**config.mk**
```make
export PLATFORM = sky130hd
export DESIGN_NAME = stream_latency_meter
export DESIGN_NICKNAME = d
export VERILOG_FILES = /design/src/rtl/stream_latency_meter_pkg.sv /design/src/rtl/marker_fifo.sv /design/src/rtl/stream_latency_meter.sv
export SDC_FILE = /design/constraint.sdc
export NUM_CORES = 2
export LEC_CHECK = 0
export BUFFER_PORTS_ARGS = -buffer_cell sky130_fd_sc_hd__buf_2
export CAP_MARGIN = 20
export CORE_UTILIZATION = 35
export DETAILED_ROUTE_END_ITERATION = 6
export PLACE_DENSITY = 0.52
export SETUP_SLACK_MARGIN = 0.05
export SLEW_MARGIN = 40
export SYNTH_ARGS = -nofsm -noshare
export SYNTH_HDL_FRONTEND = slang
export SYNTH_HIERARCHICAL = 1
export SYNTH_SLANG_ARGS = --single-unit
```
**constraint.sdc**
```tcl
create_clock -name clk -period 20.9 [get_ports clk]
set_input_delay 3.135 -clock clk [delete_from_list [all_inputs] [get_ports clk]]
set_output_delay 3.135 -clock clk [all_outputs]
set_load 0.005 [all_outputs]
```
**src/rtl/stream_latency_meter_pkg.sv**
```systemverilog
// Shared encodings and width constants for the DDR delay-line latency meter.
package stream_latency_meter_pkg;

    typedef enum logic [1:0] {
        ST_IDLE  = 2'd0,
        ST_RUN   = 2'd1,
        ST_FAULT = 2'd2
    } state_e;

    localparam int DATA_W_DEF = 48;
    localparam int TS_W_DEF   = 32;
    localparam int DELAY_W    = 32;
    localparam int TOL_W      = 16;
    localparam int MISMATCH_W = 16;
    localparam int GAP_W      = 32;

endpackage

```
**src/rtl/marker_fifo.sv**
```systemverilog
// Marker FIFO: holds {timestamp, data} of tagged write samples until the matching read.
// The head is read combinationally so it can be compared on the pop cycle; empty push+pop bypasses.
module marker_fifo #(
    parameter int W     = 80,
    parameter int DEPTH = 16
) (
    input  logic         clk,
    input  logic         rst,
    input  logic         push_i,
    input  logic         pop_i,
    input  logic [W-1:0] din_i,
    output logic [W-1:0] dout_o,
    output logic         full_o,
    output logic         empty_o
);
    localparam int AW = $clog2(DEPTH);

    logic [W-1:0] mem_q [DEPTH];
    logic [AW:0]  wr_ptr_q, wr_ptr_d;
    logic [AW:0]  rd_ptr_q, rd_ptr_d;
    logic         bypass, wr_en, rd_en;

    assign empty_o = (wr_ptr_q == rd_ptr_q);
    assign full_o  = (wr_ptr_q[AW] != rd_ptr_q[AW]) && (wr_ptr_q[AW-1:0] == rd_ptr_q[AW-1:0]);

    // When empty, a simultaneous push/pop hands the entry straight through.
    assign bypass = empty_o && push_i && pop_i;
    assign wr_en  = push_i && !bypass && (!full_o || pop_i);
    assign rd_en  = pop_i && !empty_o;

    assign dout_o = bypass ? din_i : mem_q[rd_ptr_q[AW-1:0]];

    always_comb begin
        wr_ptr_d = wr_ptr_q;
        rd_ptr_d = rd_ptr_q;
        if (wr_en) wr_ptr_d = wr_ptr_q + (AW+1)'(1);
        if (rd_en) rd_ptr_d = rd_ptr_q + (AW+1)'(1);
    end

    always_ff @(posedge clk or posedge rst) begin
        if (rst) begin
            wr_ptr_q <= '0;
            rd_ptr_q <= '0;
        end else begin
            wr_ptr_q <= wr_ptr_d;
            rd_ptr_q <= rd_ptr_d;
        end
    end

    always_ff @(posedge clk) begin
        if (wr_en) mem_q[wr_ptr_q[AW-1:0]] <= din_i;
    end

endmodule

```
**src/rtl/stream_latency_meter.sv**
```systemverilog
// Latency/integrity meter for the DDR delay-line path: tags periodic write markers, matches them on read.
// Optional STREAM_LATENCY_MINMAX_EN builds the latency min/max trackers.
module stream_latency_meter
    import stream_latency_meter_pkg::*;
#(
    parameter int              DATA_W        = DATA_W_DEF,
    parameter int              TS_W          = TS_W_DEF,
    parameter int              MARK_INTERVAL = 4096,
    parameter int              MARK_DEPTH    = 16,
    parameter logic [TS_W-1:0] TS_RESET_VAL  = '0
) (
    input  logic                  clk,
    input  logic                  rst,
    input  logic [DATA_W-1:0]     wr_data,
    input  logic                  wr_data_valid,
    input  logic [DATA_W-1:0]     rd_data,
    input  logic                  rd_data_valid,
    input  logic [DELAY_W-1:0]    delay_thread,
    input  logic [TOL_W-1:0]      tolerance,
    output logic [TS_W-1:0]       latency_last,
    output logic                  latency_valid,
    output logic [TS_W-1:0]       latency_min,
    output logic [TS_W-1:0]       latency_max,
    output logic [MISMATCH_W-1:0] mismatch_cnt,
    output logic [GAP_W-1:0]      gap_cnt,
    output logic                  window_err,
    output logic                  overflow,
    output logic                  underflow,
    output logic [1:0]            state
);
    localparam int IDX_W   = $clog2(MARK_INTERVAL);
    localparam int ENTRY_W = TS_W + DATA_W;

    state_e                state_q, state_d;
    logic [TS_W-1:0]       ts_q, ts_d;
    logic [IDX_W-1:0]      wr_idx_q, wr_idx_d;
    logic [IDX_W-1:0]      rd_idx_q, rd_idx_d;
    logic [TS_W-1:0]       lat_last_q, lat_last_d;
    logic                  lat_valid_q, lat_valid_d;
    logic [MISMATCH_W-1:0] mismatch_q, mismatch_d;
    logic [GAP_W-1:0]      gap_q, gap_d;
    logic                  win_err_q, win_err_d;
    logic                  ovf_q, ovf_d;
    logic                  unf_q, unf_d;

    logic                  active, push, pop, pop_ok, ovf_evt, unf_evt;
    logic                  fifo_full, fifo_empty;
    logic [ENTRY_W-1:0]    head;
    logic [TS_W-1:0]       head_ts, lat;
    logic [DATA_W-1:0]     head_data;
    logic [TS_W:0]         dly_ext, tol_ext, diff, diff_mag;
    logic                  out_of_window;

    assign active = (state_q != ST_FAULT);
    assign push   = active && wr_data_valid && (wr_idx_q == '0);
    assign pop    = active && rd_data_valid && (rd_idx_q == '0);

    marker_fifo #(
        .W     (ENTRY_W),
        .DEPTH (MARK_DEPTH)
    ) u_marker_fifo (
        .clk     (clk),
        .rst     (rst),
        .push_i  (push),
        .pop_i   (pop),
        .din_i   ({ts_q, wr_data}),
        .dout_o  (head),
        .full_o  (fifo_full),
        .empty_o (fifo_empty)
    );

    assign head_ts   = head[ENTRY_W-1 -: TS_W];
    assign head_data = head[DATA_W-1:0];

    assign ovf_evt = push && fifo_full && !pop;
    assign unf_evt = pop && fifo_empty && !push;
    assign pop_ok  = pop && !unf_evt;

    // Modular subtraction gives the true latency for anything shorter than one ts wrap.
    assign lat      = ts_q - head_ts;
    assign dly_ext  = (TS_W+1)'(delay_thread);
    assign tol_ext  = (TS_W+1)'(tolerance);
    assign diff     = {1'b0, lat} - dly_ext;
    assign diff_mag = diff[TS_W] ? ((TS_W+1)'(0) - diff) : diff;
    assign out_of_window = (diff_mag > tol_ext);

    always_comb begin
        ts_d        = ts_q + TS_W'(1);
        wr_idx_d    = wr_idx_q;
        rd_idx_d    = rd_idx_q;
        lat_last_d  = lat_last_q;
        lat_valid_d = pop_ok;
        mismatch_d  = mismatch_q;
        gap_d       = gap_q;
        win_err_d   = win_err_q;
        ovf_d       = ovf_q | ovf_evt;
        unf_d       = unf_q | unf_evt;
        if (active && wr_data_valid) wr_idx_d = wr_idx_q + IDX_W'(1);
        if (active && rd_data_valid) rd_idx_d = rd_idx_q + IDX_W'(1);
        if (pop_ok) begin
            lat_last_d = lat;
            if (out_of_window) win_err_d = 1'b1;
            if ((rd_data != head_data) && (mismatch_q != {MISMATCH_W{1'b1}}))
                mismatch_d = mismatch_q + MISMATCH_W'(1);
        end
        if ((state_q == ST_RUN) && !rd_data_valid && wr_data_valid && (gap_q != {GAP_W{1'b1}}))
            gap_d = gap_q + GAP_W'(1);
    end

    // Overflow can also occur before reads ever start, so IDLE may fault directly.
    always_comb begin
        state_d = state_q;
        case (state_q)
            ST_IDLE: begin
                if (ovf_evt || unf_evt)  state_d = ST_FAULT;
                else if (rd_data_valid) state_d = ST_RUN;
            end
            ST_RUN: begin
                if (ovf_evt || unf_evt) state_d = ST_FAULT;
            end
            ST_FAULT: state_d = ST_FAULT;
            default:  state_d = ST_IDLE;
        endcase
    end

    always_ff @(posedge clk or posedge rst) begin
        if (rst) state_q <= ST_IDLE;
        else     state_q <= state_d;
    end

    always_ff @(posedge clk or posedge rst) begin
        if (rst) begin
            ts_q        <= TS_RESET_VAL;
            wr_idx_q    <= '0;
            rd_idx_q    <= '0;
            lat_last_q  <= '0;
            lat_valid_q <= 1'b0;
            mismatch_q  <= '0;
            gap_q       <= '0;
            win_err_q   <= 1'b0;
            ovf_q       <= 1'b0;
            unf_q       <= 1'b0;
        end else begin
            ts_q        <= ts_d;
            wr_idx_q    <= wr_idx_d;
            rd_idx_q    <= rd_idx_d;
            lat_last_q  <= lat_last_d;
            lat_valid_q <= lat_valid_d;
            mismatch_q  <= mismatch_d;
            gap_q       <= gap_d;
            win_err_q   <= win_err_d;
            ovf_q       <= ovf_d;
            unf_q       <= unf_d;
        end
    end

`ifdef STREAM_LATENCY_MINMAX_EN
    logic [TS_W-1:0] lat_min_q, lat_min_d;
    logic [TS_W-1:0] lat_max_q, lat_max_d;

    always_comb begin
        lat_min_d = lat_min_q;
        lat_max_d = lat_max_q;
        if (pop_ok && (lat < lat_min_q)) lat_min_d = lat;
        if (pop_ok && (lat > lat_max_q)) lat_max_d = lat;
    end

    always_ff @(posedge clk or posedge rst) begin
        if (rst) begin
            lat_min_q <= '1;
            lat_max_q <= '0;
        end else begin
            lat_min_q <= lat_min_d;
            lat_max_q <= lat_max_d;
        end
    end

    assign latency_min = lat_min_q;
    assign latency_max = lat_max_q;
`else
    assign latency_min = '1;
    assign latency_max = '0;
`endif

    assign latency_last  = lat_last_q;
    assign latency_valid = lat_valid_q;
    assign mismatch_cnt  = mismatch_q;
    assign gap_cnt       = gap_q;
    assign window_err    = win_err_q;
    assign overflow      = ovf_q;
    assign underflow     = unf_q;
    assign state         = state_q;

endmodule

```
==> impl_summary.md <==
Run
Across the run, the number of max-cap violations was 0.

Worst setup path
The required arrival time at the worst endpoint is 21.57 ns. The type of the worst setup path is in2reg. For this design, the slowest cell found on the critical path is sky130_fd_sc_hd__o41ai_1. STA classifies the critical path startpoint as an input port. The dominant delay contributor by cell family on the critical path is compound AO/OA/AOI/OAI gates.

The largest fanout on the critical path is 26. The critical path contains buffers and inverters numbering 6 combined. For this run, the slowest stage of the critical path takes 0.67 ns.

The arrival time of data at the critical path endpoint is 12.86 ns. The nature of the critical path endpoint is a register.

STA
The final hold violation count is 0. The worst-case clock skew is 0.0570 ns. The part of the cycle the worst path needs is 0.583.

At the pin with the least slew margin, the transition time is 0.884 ns. The number of pins exceeding their max-slew limit in the final report is 0. Setup repair after global routing left no endpoint under its margin. Setup violations remaining at the end of the flow were counted as 0. For this run, the top clock speed supported by timing is 82.0 MHz. The max-slew headroom at the worst pin is 0.411. Counting I/O delays and the setup requirement, the final critical path takes 12.19 ns. The post-route setup TNS is 0 ns.

Run status
The run finished with clean final reports.

Route
The number of remaining DRC errors is 0. The routed wire length is 155000 um. In the final routed layout, each cell accounts on average for 25.1 um. The number of iterations in the first detailed-routing pass is 6. The detail route stage leaves a number of antenna-violating nets equal to 0. The via count normalized by instance count is 5.26.

After the first detailed-routing iteration, the DRC count stood at 2516. The number of vias in the routed layout is 32600.

GRT
Entering global routing, the biggest net connects 117 pins. The total overflow left after global routing is 0. The global routing usage summed across all routing layers is 0.177. The initial antenna violation count was 15. The via count of the first global-routing pass is 33100. The first-pass GRT wire length is 227000 um.

Synth
The number of synthesized register bits is 1432. The number of different library cells used by synthesis comes to 75. After synthesis the cells add up to 61100 um2. In the synthesized netlist the dominant register cell turns out to be sky130_fd_sc_hd__edfxtp_1. The share of the Yosys chip area taken by registers is 0.692. The post-synthesis area per instance is 17.7 um2. Of all flip-flops after synthesis, the portion carrying an async set or reset was 0.106. The number of flops mapped to enable cells by yosys is 1280. The synthesized netlist cell count is 3445. The total number of yosys warnings is 6.

Placed design
The number of cells in the design after placement is 5914. Input and output buffers added on the ports amount to 233. The placed cell area is 65100 um2. The last weighted congestion value of the routability-driven placer is 0.820. Summed over all nets, the half-perimeter wirelength after detailed placement is 90400 um.

Clocking
The depth of the CTS H-tree is 4. The number of buffers added by the clock tree synthesis step is 156. In this run the deepest clock path goes through 3 buffers. The cts-stage hold buffer count is 0. Clock-pin slew was measured on the worst setup and hold paths at 0.06 ns.

Once the clock tree was built, the resizer swapped 0 gates to a different size. The clock tree from TritonCTS is done. The clock reaches the later pin of the worst-skew pair after 0.81 ns. The clock sink count is 1432. After clock tree synthesis, the setup repair step added 0 buffers. The buffer type at the clock tree root is sky130_fd_sc_hd__clkbuf_16.

Power
The leakage power is 24.9 nW. The power density over cell area is 84.5 nW/um2. Across the VDD grid, the largest voltage drop is 72.2 uV.

The power consumption is 5.92 mW.

Layout
At the end of the flow, the number of nets in the layout was 4010. The finished layout holds 6195 standard cells, fillers aside. The share of post-route cells with drive strength above 1 is 0.255. The area overhead of the layout relative to synthesis is 14.8%.

With fillers left out, the area of the finished cells amounts to 70100 um2.

Floorplan
In this run the vertical extent of the chip is 420 um. Pin placement for this block handled 298 I/O pins. The floorplan step defined a die boundary enclosing 176000 um2. The initial standard-cell utilization of the core is 0.354.

In this run the core area contains 152 standard-cell rows. The die is 420 um wide. After floorplanning, the core was sized to cover 172000 um2.

Hold path
The worst min-delay path category is reg2reg.
layer usage:
| layer | track usage | vias to the layer above | share of wire |
|---|---|---|---|
| li1 | - | 14200 | - |
| met1 | 0.243 | 17300 | 0.44 |
| met2 | 0.294 | 817 | 0.49 |
| met3 | 0.0273 | 222 | 0.043 |
| met4 | 0.0426 | 2 | 0.020 |
| met5 | 0 | - | 0.000090 |
kinds of logic after synthesis:
family,count (synthesis),share of synthesized area
flip-flops,1432,0.692
AND/OR/NAND/NOR,506,0.0423
multiplexers,439,0.140
AO/OA/AOI/OAI,420,0.0471
buffers and inverters,323,0.0263
XOR/XNOR,225,0.0324
adder cells (fa/ha/maj),98,0.0203
other,2,0.000123
sequential cells by signal, indices dropped and copies added, names as in the netlist:
| register | cells |
|---|---|
| u_marker_fifo/rd_ptr_q | 5 |
| latency_valid | 1 |
| state | 2 |
| gap_cnt | 32 |
| underflow | 1 |
| overflow | 1 |
| mismatch_cnt | 16 |
| rd_idx_q | 12 |
| u_marker_fifo/mem_q | 1280 |
| u_marker_fifo/wr_ptr_q | 5 |
| latency_last | 32 |
| window_err | 1 |
| ts_q | 32 |
| wr_idx_q | 12 |
cells in the final DEF, fill, tap and decap left out, types with 64 or more instances in the layout:
cell type                   netlist  layout
sky130_fd_sc_hd__inv_1          116     114
sky130_fd_sc_hd__nand2_1        178     178
sky130_fd_sc_hd__clkbuf_16        0     156
sky130_fd_sc_hd__mux4_2         320     320
sky130_fd_sc_hd__conb_1           2      64
sky130_fd_sc_hd__ha_1            96      96
sky130_fd_sc_hd__xnor2_1        189     188
sky130_fd_sc_hd__mux2_2         115     115
sky130_fd_sc_hd__a21oi_1         75      74
sky130_fd_sc_hd__a22oi_1        160     160
sky130_fd_sc_hd__edfxtp_1      1280    1280
sky130_fd_sc_hd__dfrtp_1        152     150
sky130_fd_sc_hd__buf_2           38     233
power by group:
group	total (mW)	switching, mW	internal [mW]
Clock	2.64	1.16	1.48
Combinational	0.141	0.0879	0.0535
Sequential	3.14	0.0227	3.12
Total	5.92	1.27	4.65
stage by stage:
stage          hold slack [ns]  worst slack, ns   util
2_1_floorplan            0.447             9.23      -
3_3_place_gp             0.450             8.01  0.376
3_5_place_dp             0.454             7.90  0.378
4_1_cts                  0.468             8.74  0.406
5_1_grt                  0.500             7.82  0.406
6_report                 0.460             8.71  0.406
path summary, 6_finish.rpt:
kind / start / end / slack [ns] / cells past startpoint
worst max-delay path: wr_data_valid / window_err$_DFFE_PP0P_ / 8.71 / 45
worst min-delay path: overflow$_DFF_PP0_ / overflow$_DFF_PP0_ / 0.46 / 1
worst max register to register: state[0]$_DFFE_PP0P_ / window_err$_DFFE_PP0P_ / 10.43 / 46
worst min register to register: overflow$_DFF_PP0_ / overflow$_DFF_PP0_ / 0.46 / 1
max in group asynchronous: rst / wr_idx_q[11]$_DFFE_PP0P_ / 17.39 / 3
min in group asynchronous: rst / u_marker_fifo/rd_ptr_q[4]$_DFFE_PP0P_ / 2.41 / 2
cell usage after synthesis, types with 4 or more instances:
| cell | count | share of area |
|---|---|---|
| sky130_fd_sc_hd__and2_1 | 12 | 0.0012 |
| sky130_fd_sc_hd__a21boi_0 | 4 | 0.00049 |
| sky130_fd_sc_hd__buf_4 | 67 | 0.0082 |
| sky130_fd_sc_hd__and3_1 | 39 | 0.0040 |
| sky130_fd_sc_hd__a31oi_1 | 11 | 0.0011 |
| sky130_fd_sc_hd__or4_1 | 4 | 0.00049 |
| sky130_fd_sc_hd__nor3_1 | 16 | 0.0013 |
| sky130_fd_sc_hd__nor2b_1 | 24 | 0.0025 |
| sky130_fd_sc_hd__edfxtp_1 | 1280 | 0.63 |
| sky130_fd_sc_hd__ha_1 | 96 | 0.020 |
| sky130_fd_sc_hd__mux4_2 | 320 | 0.12 |
| sky130_fd_sc_hd__a21o_1 | 26 | 0.0032 |
| sky130_fd_sc_hd__dfrtp_1 | 152 | 0.062 |
| sky130_fd_sc_hd__buf_2 | 38 | 0.0031 |
| sky130_fd_sc_hd__o211ai_1 | 11 | 0.0014 |
| sky130_fd_sc_hd__nor4_1 | 11 | 0.0011 |
| sky130_fd_sc_hd__xor2_1 | 35 | 0.0050 |
| sky130_fd_sc_hd__mux2i_1 | 4 | 0.00066 |
| sky130_fd_sc_hd__xnor2_1 | 189 | 0.027 |
| sky130_fd_sc_hd__a22oi_1 | 160 | 0.020 |
| sky130_fd_sc_hd__nor3b_1 | 6 | 0.00074 |
| sky130_fd_sc_hd__nand2_1 | 178 | 0.011 |
| sky130_fd_sc_hd__nand4_1 | 48 | 0.0049 |
| sky130_fd_sc_hd__and4_1 | 9 | 0.0013 |
| sky130_fd_sc_hd__inv_1 | 116 | 0.0071 |
| sky130_fd_sc_hd__nand3_1 | 48 | 0.0039 |
| sky130_fd_sc_hd__buf_1 | 9 | 0.00055 |
| sky130_fd_sc_hd__or2_2 | 8 | 0.00082 |
| sky130_fd_sc_hd__nand2b_1 | 18 | 0.0018 |
| sky130_fd_sc_hd__o31ai_1 | 8 | 0.00098 |
| sky130_fd_sc_hd__o21ai_0 | 56 | 0.0046 |
| sky130_fd_sc_hd__buf_6 | 13 | 0.0024 |
| sky130_fd_sc_hd__nor2_1 | 61 | 0.0037 |
| sky130_fd_sc_hd__mux2_2 | 115 | 0.021 |
| sky130_fd_sc_hd__a21oi_1 | 75 | 0.0061 |
| sky130_fd_sc_hd__clkbuf_1 | 80 | 0.0049 |
| sky130_fd_sc_hd__a211oi_1 | 9 | 0.0011 |
| sky130_fd_sc_hd__o21bai_1 | 9 | 0.0011 |
| sky130_fd_sc_hd__or3_1 | 11 | 0.0011 |
| sky130_fd_sc_hd__o21a_1 | 14 | 0.0017 |
final cells by class:
class / instances / area, um2
clock inverters: 81 / 801
diodes: 2 / 5.00
repair buffers: 306 / 1990
multi-input cells: 1752 / 17600
fillers: 15500 / 102000
clock buffers: 196 / 4080
well taps: 2310 / 2890
flip-flops and latches: 1432 / 42200
inverters: 116 / 448
worst reg2reg max path, delay by kind of cell (launching register included):
family          cells  cell delay (ns)
buf+inv             6             1.18
simple gates       12             2.32
xor+xnor            1             0.18
compound gates     21             4.56
flops               1             0.41
mux                 1             0.24
fa+ha+maj           5             1.46
(Power assumes the default switching activity.)
